[config.mk]
export PLATFORM = sky130hd
export DESIGN_NAME = fetch_irq_unit
export DESIGN_NICKNAME = d
export VERILOG_FILES = /design/src/rtl/fetch_irq_unit.sv
export SDC_FILE = /design/constraint.sdc
export NUM_CORES = 1
export LEC_CHECK = 0
export BUFFER_PORTS_ARGS = -buffer_cell sky130_fd_sc_hd__buf_2
export CELL_PAD_IN_SITES_DETAIL_PLACEMENT = 0
export CELL_PAD_IN_SITES_GLOBAL_PLACEMENT = 1
export CORE_AREA = 2 2 112 114
export DETAILED_ROUTE_END_ITERATION = 10
export DIE_AREA = 0 0 114 116
export PLACE_DENSITY_LB_ADDON = 0.1
export SLEW_MARGIN = 20
export SYNTH_ARGS = -nofsm -noshare
export SYNTH_HDL_FRONTEND = slang
export SYNTH_SLANG_ARGS = --single-unit
export TNS_END_PERCENT = 1
[constraint.sdc]
create_clock -name clk -period 5.6 [get_ports clk]
set_input_delay 0.56 -clock clk [delete_from_list [all_inputs] [get_ports clk]]
set_output_delay 0.56 -clock clk [all_outputs]
set_load 0.01 [all_outputs]
[src/rtl/fetch_irq_unit.sv]
// rtl/fetch_irq_unit.sv - instruction fetch stage with PC, IF/ID latch and interrupt entry sequencing
// Optional interrupt support is enabled with `define FETCH_IRQ_EN; without it only RUN exists.
module fetch_irq_unit #(
  parameter logic [31:0] RESET_PC     = 32'd32,
  parameter logic [31:0] INT_PC       = 32'd0,
  parameter int unsigned DRAIN_CYCLES = 4
) (
  input  logic        clk,
  input  logic        reset,
  input  logic        interrupt,
  input  logic        stall,
  input  logic        branch_taken,
  input  logic [31:0] branch_target,
  input  logic        rti_done,
  input  logic [31:0] rti_pc,
  output logic [31:0] imem_addr,
  input  logic [15:0] imem_data,
  output logic [15:0] instr_out,
  output logic [31:0] pc_out,
  output logic        valid_out,
  output logic        int_push,
  output logic [31:0] int_ret_pc,
  output logic        in_isr
);

  localparam logic [15:0] NOP = 16'h0000;

  logic [31:0] pc;
  logic [31:0] pc_next;
  logic [15:0] instr_next;
  logic [31:0] pc_out_next;
  logic        valid_next;

  assign imem_addr = pc;

`ifdef FETCH_IRQ_EN
  typedef enum logic [1:0] {RUN, DRAIN, PUSH, ISR} state_t;

  localparam logic [3:0] DRAIN_LAST = 4'(DRAIN_CYCLES - 1);

  state_t      state, state_next;
  logic        pending, pending_next;
  logic [3:0]  count, count_next;
  logic [31:0] ret_pc, ret_pc_next;
  logic        req;

  // a request arriving this cycle is treated as already pending
  assign req        = pending | interrupt;
  assign int_push   = (state == PUSH);
  assign in_isr     = (state == ISR);
  assign int_ret_pc = ret_pc;

  // state and datapath registers
  always_ff @(posedge clk) begin
    if (reset) begin
      state     <= RUN;
      pc        <= RESET_PC;
      pending   <= 1'b0;
      count     <= 4'd0;
      ret_pc    <= 32'd0;
      instr_out <= NOP;
      pc_out    <= 32'd0;
      valid_out <= 1'b0;
    end else begin
      state     <= state_next;
      pc        <= pc_next;
      pending   <= pending_next;
      count     <= count_next;
      ret_pc    <= ret_pc_next;
      instr_out <= instr_next;
      pc_out    <= pc_out_next;
      valid_out <= valid_next;
    end
  end

  // next-state: redirect beats interrupt entry, which beats stall, which beats advance
  always_comb begin
    state_next   = state;
    pc_next      = pc;
    pending_next = req;
    count_next   = count;
    ret_pc_next  = ret_pc;
    instr_next   = instr_out;
    pc_out_next  = pc_out;
    valid_next   = valid_out;
    case (state)
      RUN, ISR: begin
        if (state == ISR && rti_done) begin
          pc_next    = rti_pc;
          instr_next = NOP;
          valid_next = 1'b0;
          state_next = RUN;
        end else if (branch_taken) begin
          pc_next    = branch_target;
          instr_next = NOP;
          valid_next = 1'b0;
        end else if (state == RUN && req && !stall) begin
          ret_pc_next  = pc;
          instr_next   = NOP;
          valid_next   = 1'b0;
          count_next   = DRAIN_LAST;
          pending_next = 1'b0;
          state_next   = DRAIN;
        end else if (!stall) begin
          instr_next  = imem_data;
          pc_out_next = pc;
          valid_next  = 1'b1;
          pc_next     = pc + 32'd1;
        end
      end
      DRAIN: begin
        // redirects here belong to the instruction frozen at entry and are dropped
        if (!stall) begin
          instr_next = NOP;
          valid_next = 1'b0;
          if (count == 4'd0) state_next = PUSH;
          else               count_next = count - 4'd1;
        end
      end
      PUSH: begin
        instr_next = NOP;
        valid_next = 1'b0;
        pc_next    = INT_PC;
        state_next = ISR;
      end
      default: state_next = RUN;
    endcase
  end
`else
  logic        unused_irq;
  logic [35:0] unused_cfg;

  assign unused_irq = ^{interrupt, rti_done, rti_pc};
  assign unused_cfg = {INT_PC, 4'(DRAIN_CYCLES)};
  assign int_push   = 1'b0;
  assign int_ret_pc = 32'd0;
  assign in_isr     = 1'b0;

  // PC and IF/ID registers
  always_ff @(posedge clk) begin
    if (reset) begin
      pc        <= RESET_PC;
      instr_out <= NOP;
      pc_out    <= 32'd0;
      valid_out <= 1'b0;
    end else begin
      pc        <= pc_next;
      instr_out <= instr_next;
      pc_out    <= pc_out_next;
      valid_out <= valid_next;
    end
  end

  // redirect beats stall, which beats advance
  always_comb begin
    pc_next     = pc;
    instr_next  = instr_out;
    pc_out_next = pc_out;
    valid_next  = valid_out;
    if (branch_taken) begin
      pc_next    = branch_target;
      instr_next = NOP;
      valid_next = 1'b0;
    end else if (!stall) begin
      instr_next  = imem_data;
      pc_out_next = pc;
      valid_next  = 1'b1;
      pc_next     = pc + 32'd1;
    end
  end
`endif

endmodule

Word level (Yosys, flattened, before mapping)
Cells that the tools add are included.
{"block": "op_classes", "add_sub_neg": 1, "n_eq_ne": 1, "muxes": 2, "n_bitwise": 2, "reduce_logical": 2}
{"op": "2-to-1 mux 32 bit", "count": 2}
{"op": "adder 32 x 1 -> 32 bit, second input constant", "count": 1}
{"op": "inequality test 2 x 1 -> 1 bit, second input constant", "count": 1}
{"op": "NOT 1 bit", "count": 2}
{"op": "AND reduction 2 bit", "count": 1}
{"op": "OR reduction 2 bit", "count": 1}
{"block": "word_totals", "register_bits": 81, "out_inout_bits": 115}

Longest topological paths before layout
Gate-level depths: netlist (run 1).
{"block": "logic_depth", "word_depth": 3, "ltp_mapped": 7, "mapped_depth_nobuf": 5}

Worst setup path after synthesis (run 1)
No wires, ideal clock.
{"block": "synth_path", "path_kind": "register to register", "start": "reg pc[0] (netlist: imem_addr[0])", "end": "reg pc[24] (netlist: imem_addr[24])", "setup_time_ps": 91, "arrival_ps": 2361, "required_time_ps": 5509, "setup_slack_ps": 3148, "stages_incl_launch_ff": 8, "path_buffers": 2, "period_less_slack_ps": 2452, "path_cell_list": "dfxtp_1 ha_1 or2b_2 buf_6 or4_1 buf_2 or4_1 a311oi_1"}
{"block": "synth_via", "elab_chain_len": 3}
{"item": "from (decl)", "line_no": "28", "text": "logic [31:0] pc;"}
{"item": "from (signal assigned)", "line_no": "147", "text": "pc <= pc_next;"}
{"item": "adder 32 x 1 -> 32 bit", "line_no": "168", "text": "pc_next = pc + 32'd1;"}
{"item": "2-to-1 mux 32 bit", "line_no": "164", "text": "end else if (!stall) begin"}
{"item": "2-to-1 mux 32 bit", "line_no": "160", "text": "if (branch_taken) begin"}
Every way passes these cells. The select of a mux whose other input is x is not followed.
A chain may end at the register's enable or synchronous reset.

Final worst setup path (run 1)
Ends and elaborated chain as after synthesis.

==> flow_summary_export.csv, run 1 <==
group,metric,value,unit
yosys,average_footprint_of_a_synthesized_cell,8.14,µm²
yosys,synth_async_sr_flop_share,0,%
yosys,synth_flop_cell,"sky130_fd_sc_hd__dfxtp_1",
yosys,count_of_yosys_warnings_during_synthesis,0,
timing,slew_violations,0,
cts,htreeDepth,3,
outcome,status,"finished clean",
global_routing,antenna_violations_before_repair,0,
cts,root_buffer,"sky130_fd_sc_hd__clkbuf_16",
global_routing,largest_net_degree_at_the_start_of_global_routing,63,
timing,timing.setup.tns,0,ns
yosys,synth_top_area_share,40.7,%
setup_path,worstPathRequired,5.85,ns
yosys,netlist_instances,490,
setup_path,kind_of_critical_path,"flop to flop",
global_routing,global_route.usage.total,17.6,%
placed_design,globalplace.congestion,0.746,
drt,detailedRoute.firstIterationViolations,155,
yosys,synth_top_cell_by_area,"sky130_fd_sc_hd__dfxtp_1",
cts,cts-hold-fix-buffers,0,
drt,firstDrtPassIters,4,
power,ir_drop,0.149,mV
placed_design,hpwl,8020,µm
cts,cts_buffers,9,
cts,tritoncts,"done",
die,die_area,13200,µm²
timing,final_min_period,2.59,ns
die,num_io_pins,201,
yosys,syn_area,3990,µm²
finish,antenna_cells,0,
global_routing,number_of_global_route_vias_before_repair,3487,
cts,post-cts-setup-buffers,0,
timing,final_min_period_over_clock_period,46.3,%
cts,post_cts.resized_instances,0,
cts,clock_insertion_delay_worst_skew,0.34,ns
timing,max_slew_margin,51.2,%
yosys,synth_edf_count,0,
die,floorplan.die.height,116,µm
cts,clk_transition_reported_paths,0.06,ns
die,num_rows,40,
power,power.density,290,nW/µm²
timing,grt_setup_unrepaired,"false",
drt,wire_per_inst,15.2,µm
finish,num-fill-cells,1293,
global_routing,grt_overflow,0,
die,fp.dieW,114,µm
timing,final-setup-viol-count,0,
cts,clock_path_buffers,2,
yosys,synth.area.top_cells,"sky130_fd_sc_hd__dfxtp_1 41%, sky130_fd_sc_hd__nand2_1 8.8%, sky130_fd_sc_hd__buf_4 6.6%",
finish,area_growth,22.4,%
drt,drtAntennaViolNets,0,
timing,number_of_hold_violations_in_the_final_report,0,
job,maxCapViolations,0,
setup_path,timing.critical_path.arrival,2.84,ns
yosys,yosysSeqAreaShare,40.7,%
timing,finalHoldWorstSlack,0.446,ns
drt,avgViaCountPerCell,4.96,
drt,finalWirelength,11500,µm
placed_design,pre_cts_slack,2.72,ns
yosys,synth.ff_latch_count,81,
die,core,11900,µm²
timing,fmaxAchievable,0.386,GHz
finish,finalNetCount,688,
cts,clock_sink_count,81,
drt,drc,0,
timing,skew,0.00700,ns
placed_design,port_buffers,132,
drt,vias,3735,
setup_path,setup.worst_path.end_class,"flop",
yosys,synthDistinctLibCells,52,
timing,setup_ws,3.01,ns
hold_path,worstHoldPathType,"input pin to flop",
timing,timing_worst_slew_pin_value,0.732,ns
finish,share_of_final_layout_standard_cells_stronger_than_drive_strength_1,27.1,%
global_routing,wire_length_of_the_first_global_routing_pass,18300,µm
setup_path,r2r_slack,3.01,ns
setup_path,crit_path_start_kind,"flop",
setup_path,timing.critical_path.fanout_max,8,
die,initial_utilization,33.5,%
power,power.leakage,2.10,nW
[worst max-delay path, cell delays in order (launching register included)]
cell and delay (ns):
sky130_fd_sc_hd__dfxtp_1 0.47, sky130_fd_sc_hd__ha_1 0.26, sky130_fd_sc_hd__or2b_2 0.38, sky130_fd_sc_hd__or4_1 0.59
sky130_fd_sc_hd__or4_1 0.55, sky130_fd_sc_hd__a311oi_1 0.25
[metrics by stage]
step,instance area [µm²],instances,power [mW],util [%]
finish,4880,753,1.41,41.0
global route,4880,753,1.48,41.0
CTS,4870,753,1.44,40.9
detailed placement,4560,737,0.804,38.3
global placement,4560,737,0.801,38.3
floorplan,4110,523,0.755,-
[path summary, 6_finish.rpt]
path,start,end,cells after the start
setup / recovery,imem_addr[0]$_SDFFE_PP0P_,imem_addr[24]$_SDFFE_PP0P_,5
hold / removal,imem_data[10],instr_out[10]$_SDFFE_PP0N_,3
setup reg to reg,imem_addr[0]$_SDFFE_PP0P_,imem_addr[24]$_SDFFE_PP0P_,5
hold reg to reg,pc_out[11]$_SDFFE_PP0P_,pc_out[11]$_SDFFE_PP0P_,2
[registers in the layout, indices dropped and copies added (netlist names)]
name / count
instr_out: 16
valid_out: 1
pc_out: 32
imem_addr: 32
[synthesized netlist by cell type, types with 5 or more instances]
cell type,count
sky130_fd_sc_hd__nand4_1,11
sky130_fd_sc_hd__nor2_1,41
sky130_fd_sc_hd__or4_1,9
sky130_fd_sc_hd__and4_1,6
sky130_fd_sc_hd__o211ai_1,5
sky130_fd_sc_hd__buf_4,35
sky130_fd_sc_hd__buf_1,7
sky130_fd_sc_hd__inv_1,7
sky130_fd_sc_hd__a21oi_1,42
sky130_fd_sc_hd__nand2_1,93
sky130_fd_sc_hd__dfxtp_1,81
sky130_fd_sc_hd__mux2i_1,18
sky130_fd_sc_hd__nor3_1,6
sky130_fd_sc_hd__a311oi_1,6
sky130_fd_sc_hd__a31oi_1,7
sky130_fd_sc_hd__xnor2_1,6
sky130_fd_sc_hd__nand3_1,11
sky130_fd_sc_hd__nor4_1,9
sky130_fd_sc_hd__a211oi_1,8
sky130_fd_sc_hd__clkbuf_1,21
[cell type report]
| cell class | instances | area (µm²) | share of cell area, % |
|---|---|---|---|
| flip-flops and latches | 81 | 1620 | 33.2 |
| well taps | 147 | 184 | 3.77 |
| clock buffers | 10 | 229 | 4.69 |
| inverters | 7 | 26.3 | 0.538 |
| clock inverters | 6 | 82.6 | 1.69 |
| repair buffers | 136 | 691 | 14.2 |
| multi-input cells | 366 | 2050 | 41.9 |
[cells in the final DEF (no fill, tap or decap), types with 4 or more instances in the layout]
cell type,instances
sky130_fd_sc_hd__a2111oi_0,4
sky130_fd_sc_hd__a211oi_1,8
sky130_fd_sc_hd__a21oi_1,42
sky130_fd_sc_hd__a311oi_1,6
sky130_fd_sc_hd__a31oi_1,7
sky130_fd_sc_hd__and3_1,4
sky130_fd_sc_hd__and4_1,6
sky130_fd_sc_hd__buf_2,132
sky130_fd_sc_hd__buf_4,4
sky130_fd_sc_hd__clkbuf_16,9
sky130_fd_sc_hd__conb_1,34
sky130_fd_sc_hd__dfxtp_1,81
sky130_fd_sc_hd__inv_1,7
sky130_fd_sc_hd__mux2i_1,18
sky130_fd_sc_hd__nand2_1,93
sky130_fd_sc_hd__nand3_1,11
sky130_fd_sc_hd__nand4_1,11
sky130_fd_sc_hd__nor2_1,40
sky130_fd_sc_hd__nor3_1,6
sky130_fd_sc_hd__nor4_1,8
sky130_fd_sc_hd__o211ai_1,5
sky130_fd_sc_hd__o21ai_0,4
sky130_fd_sc_hd__or3_1,4
sky130_fd_sc_hd__or4_1,9
sky130_fd_sc_hd__xnor2_1,6
sky130_fd_sc_hd__xor2_1,4
[metal layers]
layer	up-vias	part of all wire, %	GRT usage (%)
met5	-	0	0
met3	11	5.6	4.45
met2	109	46	27.8
met4	0	0.99	5.04
met1	1733	47	23.9
li1	1882	-	-
[where the power goes]
group          internal (mW)  total [mW]  switching [mW]
clock                  0.388       0.624           0.236
combinational         0.0603       0.150          0.0901
sequential             0.602       0.639          0.0371
[kinds of logic after synthesis]
logic type                 share of synthesized area, %
other                                            0.0940
AOI/OAI and AO/OA                                  13.9
DFF                                                40.7
adders and majority gates                         0.314
buffers and inverters                              11.4
muxes                                              4.80
and+or+nand+nor                                    26.7
xor gates and xnor gates                           2.20
(Power assumes the default switching activity.)
==> inputs of run 2 (changes only) <==
--- a/config.mk
+++ b/config.mk
@@ -5,12 +5,13 @@
 export SDC_FILE = /design/constraint.sdc
 export NUM_CORES = 1
 export LEC_CHECK = 0
+export ABC_AREA = 1
 export BUFFER_PORTS_ARGS = -buffer_cell sky130_fd_sc_hd__buf_2
 export CELL_PAD_IN_SITES_DETAIL_PLACEMENT = 0
 export CELL_PAD_IN_SITES_GLOBAL_PLACEMENT = 1
-export CORE_AREA = 2 2 112 114
+export CORE_AREA = 2 2 121 123
 export DETAILED_ROUTE_END_ITERATION = 10
-export DIE_AREA = 0 0 114 116
+export DIE_AREA = 0 0 123 125
 export PLACE_DENSITY_LB_ADDON = 0.1
 export SLEW_MARGIN = 20
 export SYNTH_ARGS = -nofsm -noshare
==> constraint.sdc (replaced) <==
create_clock -name clk -period 2.5 [get_ports clk]
set_input_delay 0.25 -clock clk [delete_from_list [all_inputs] [get_ports clk]]
set_output_delay 0.25 -clock clk [all_outputs]
set_load 0.01 [all_outputs]
==> flow_summary_export.csv, run 2 <==
group,metric,value,unit
outcome,status,"finished clean",
drt,vias,4357,
cts,tritoncts,"done",
global_routing,number_of_global_route_vias_before_repair,4185,
timing,final-setup-viol-count,0,
yosys,yosys.area_share.adder,0.294,%
finish,share_of_final_layout_standard_cells_stronger_than_drive_strength_1,24.0,%
yosys,yosysSeqAreaShare,38.1,%
timing,number_of_hold_violations_in_the_final_report,0,
die,num_io_pins,201,
setup_path,kind_of_critical_path,"flop to flop",
timing,timing_worst_slew_pin_value,0.605,ns
timing,fmaxAchievable,0.537,GHz
timing,skew,0.00446,ns
yosys,synth_compound_area_share,10.2,%
power,power.density,616,nW/µm²
setup_path,timing.critical_path.fanout_max,5,
setup_path,timing.critical_path.arrival,2.11,ns
yosys,synth_top_family_by_area,"simple AND/OR/NAND/NOR gates",
yosys,fraction_of_the_mapped_netlist_area_in_simple_logic_gates,36.1,%
global_routing,grt_overflow,0,
global_routing,wire_length_of_the_first_global_routing_pass,21600,µm
timing,final_min_period,1.86,ns
timing,grt_setup_unrepaired,"false",
timing,final_min_period_over_clock_period,74.4,%
cts,clock_path_buffers,2,
yosys,synth.area.top_cells,"sky130_fd_sc_hd__dfxtp_1 38%, sky130_fd_sc_hd__nand2_1 14%, sky130_fd_sc_hd__nor2_1 6.6%",
cts,clock_sink_count,81,
die,fp.dieW,123,µm
setup_path,worstPathRequired,2.74,ns
yosys,synth.ff_latch_count,81,
finish,num-fill-cells,1601,
finish,area_growth,24.1,%
setup_path,setup.worst_path.end_class,"flop",
finish,top_library_cells_by_usage_in_the_layout_fill_and_taps_aside,"164 x sky130_fd_sc_hd__nand2_1, 132 x sky130_fd_sc_hd__buf_2, 81 x sky130_fd_sc_hd__dfxtp_1, 75 x sky130_fd_sc_hd__nor2_1, 68 x sky130_fd_sc_hd__inv_1",
drt,detailedRoute.firstIterationViolations,329,
yosys,netlist_instances,633,
global_routing,antenna_violations_before_repair,1,
global_routing,largest_net_degree_at_the_start_of_global_routing,45,
yosys,synth_flop_cell,"sky130_fd_sc_hd__dfxtp_1",
setup_path,worst_r2r_startpoint,"imem_addr[1]$_SDFFE_PP0P_",
finish,antenna_cells,0,
die,initial_utilization,29.9,%
cts,clk_transition_reported_paths,0.06,ns
yosys,synth_async_sr_flop_share,0,%
cts,htreeDepth,3,
die,floorplan.die.height,125,µm
cts,post_cts.resized_instances,0,
timing,slew_violations,0,
yosys,count_of_yosys_warnings_during_synthesis,0,
setup_path,crit_path_start_kind,"flop",
placed_design,hpwl,9720,µm
drt,wire_per_inst,14.2,µm
die,num_rows,44,
cts,cts_buffers,9,
placed_design,globalplace.congestion,0.757,
yosys,synthXorXnorAreaFrac,0,%
drt,finalWirelength,13500,µm
die,core,14200,µm²
yosys,synth_commonest_cells,"164 x sky130_fd_sc_hd__nand2_1, 81 x sky130_fd_sc_hd__dfxtp_1, 75 x sky130_fd_sc_hd__nor2_1",
power,ir_drop,0.229,mV
placed_design,port_buffers,132,
job,maxCapViolations,0,
drt,drc,0,
drt,firstDrtPassIters,4,
yosys,syn_area,4250,µm²
timing,timing.setup.tns,0,ns
drt,drtAntennaViolNets,0,
finish,utilization,37.1,%
setup_path,setup.worst_path.start,"imem_addr[1]$_SDFFE_PP0P_",
yosys,synthDistinctLibCells,32,
hold_path,hold_path.startpoint,"imem_data[9]",
cts,root_buffer,"sky130_fd_sc_hd__clkbuf_16",
yosys,synth_edf_count,0,
cts,post-cts-setup-buffers,0,
die,die_area,15400,µm²
yosys,yosys.cell_count.top_type,"sky130_fd_sc_hd__nand2_1",
finish,mostFrequentLayoutCell,"sky130_fd_sc_hd__nand2_1",
hold_path,worstHoldPathType,"input pin to flop",
yosys,synth_mux_area_share,0,%
yosys,average_footprint_of_a_synthesized_cell,6.72,µm²
yosys,synth_top_area_share,38.1,%
cts,cts-hold-fix-buffers,0,
timing,max_slew_margin,59.6,%
power,power.leakage,2.61,nW
global_routing,global_route.usage.total,17.9,%
yosys,synth_top_cell_by_area,"sky130_fd_sc_hd__dfxtp_1",
drt,avgViaCountPerCell,4.60,
cts,clock_insertion_delay_worst_skew,0.34,ns
finish,finalNetCount,845,
## run 2: area by class of cell
| type | instances | area [µm²] | area share (%) |
|---|---|---|---|
| repair buffers | 142 | 736 | 13.9 |
| clock inverters | 2 | 35.0 | 0.664 |
| flip-flops and latches | 81 | 1620 | 30.7 |
| inverters | 71 | 267 | 5.05 |
| clock buffers | 14 | 274 | 5.19 |
| well taps | 184 | 230 | 4.36 |
| multi-input cells | 453 | 2110 | 40.0 |
## run 2: cell families after synthesis
kind of cell / count (synthesis)
other cells: 1
compound gates: 71
simple gates: 347
flops: 81
buf+inv: 132
fa+ha+maj: 1
## run 2: critical path: stages, from the launching register on
cell and delay (ns):
sky130_fd_sc_hd__dfxtp_1 0.41, sky130_fd_sc_hd__ha_1 0.22, sky130_fd_sc_hd__nand2_2 0.08, sky130_fd_sc_hd__nor2_2 0.23, sky130_fd_sc_hd__nand2_1 0.14, sky130_fd_sc_hd__nor3_1 0.37
sky130_fd_sc_hd__nand2_1 0.09, sky130_fd_sc_hd__nand2_1 0.07, sky130_fd_sc_hd__nand3_1 0.06, sky130_fd_sc_hd__nand2_1 0.06, sky130_fd_sc_hd__inv_1 0.04
## run 2: power by group
group	internal, mW	switching [mW]
clock network	0.856	0.545
logic	0.156	0.266
registers	1.36	0.0651
total	2.37	0.876
## run 2: metal layers
layer	part of all wire (%)	vias up	routed length [µm]	global-route usage [%]
met5	0.096	-	13	0
met4	1.8	2	246	6.68
met3	7.4	19	993	4.43
met2	46	143	6140	28.6
met1	45	1985	6090	23.3
li1	-	2208	-	-
## run 2: stage by stage
step	instance area [µm²]	setup slack [ns]	power, mW	std cells	hold slack, ns
after floorplan	4380	0.973	1.73	666	0.392
after global placement	4970	0.624	1.87	931	0.442
after detailed placement	4970	0.620	1.88	931	0.453
after CTS	5280	0.607	3.29	947	0.138
after global routing	5280	0.383	3.41	947	0.150
final	5280	0.639	3.25	947	0.150
## run 2: path summary, 6_finish.rpt
path / slack, ns / endpoint / cells past startpoint
setup / recovery: 0.64 / imem_addr[30]$_SDFFE_PP0P_ / 10
hold / removal: 0.15 / instr_out[9]$_SDFFE_PP0N_ / 3
setup reg to reg: 0.64 / imem_addr[30]$_SDFFE_PP0P_ / 10
hold reg to reg: 0.46 / pc_out[4]$_SDFFE_PP0P_ / 2
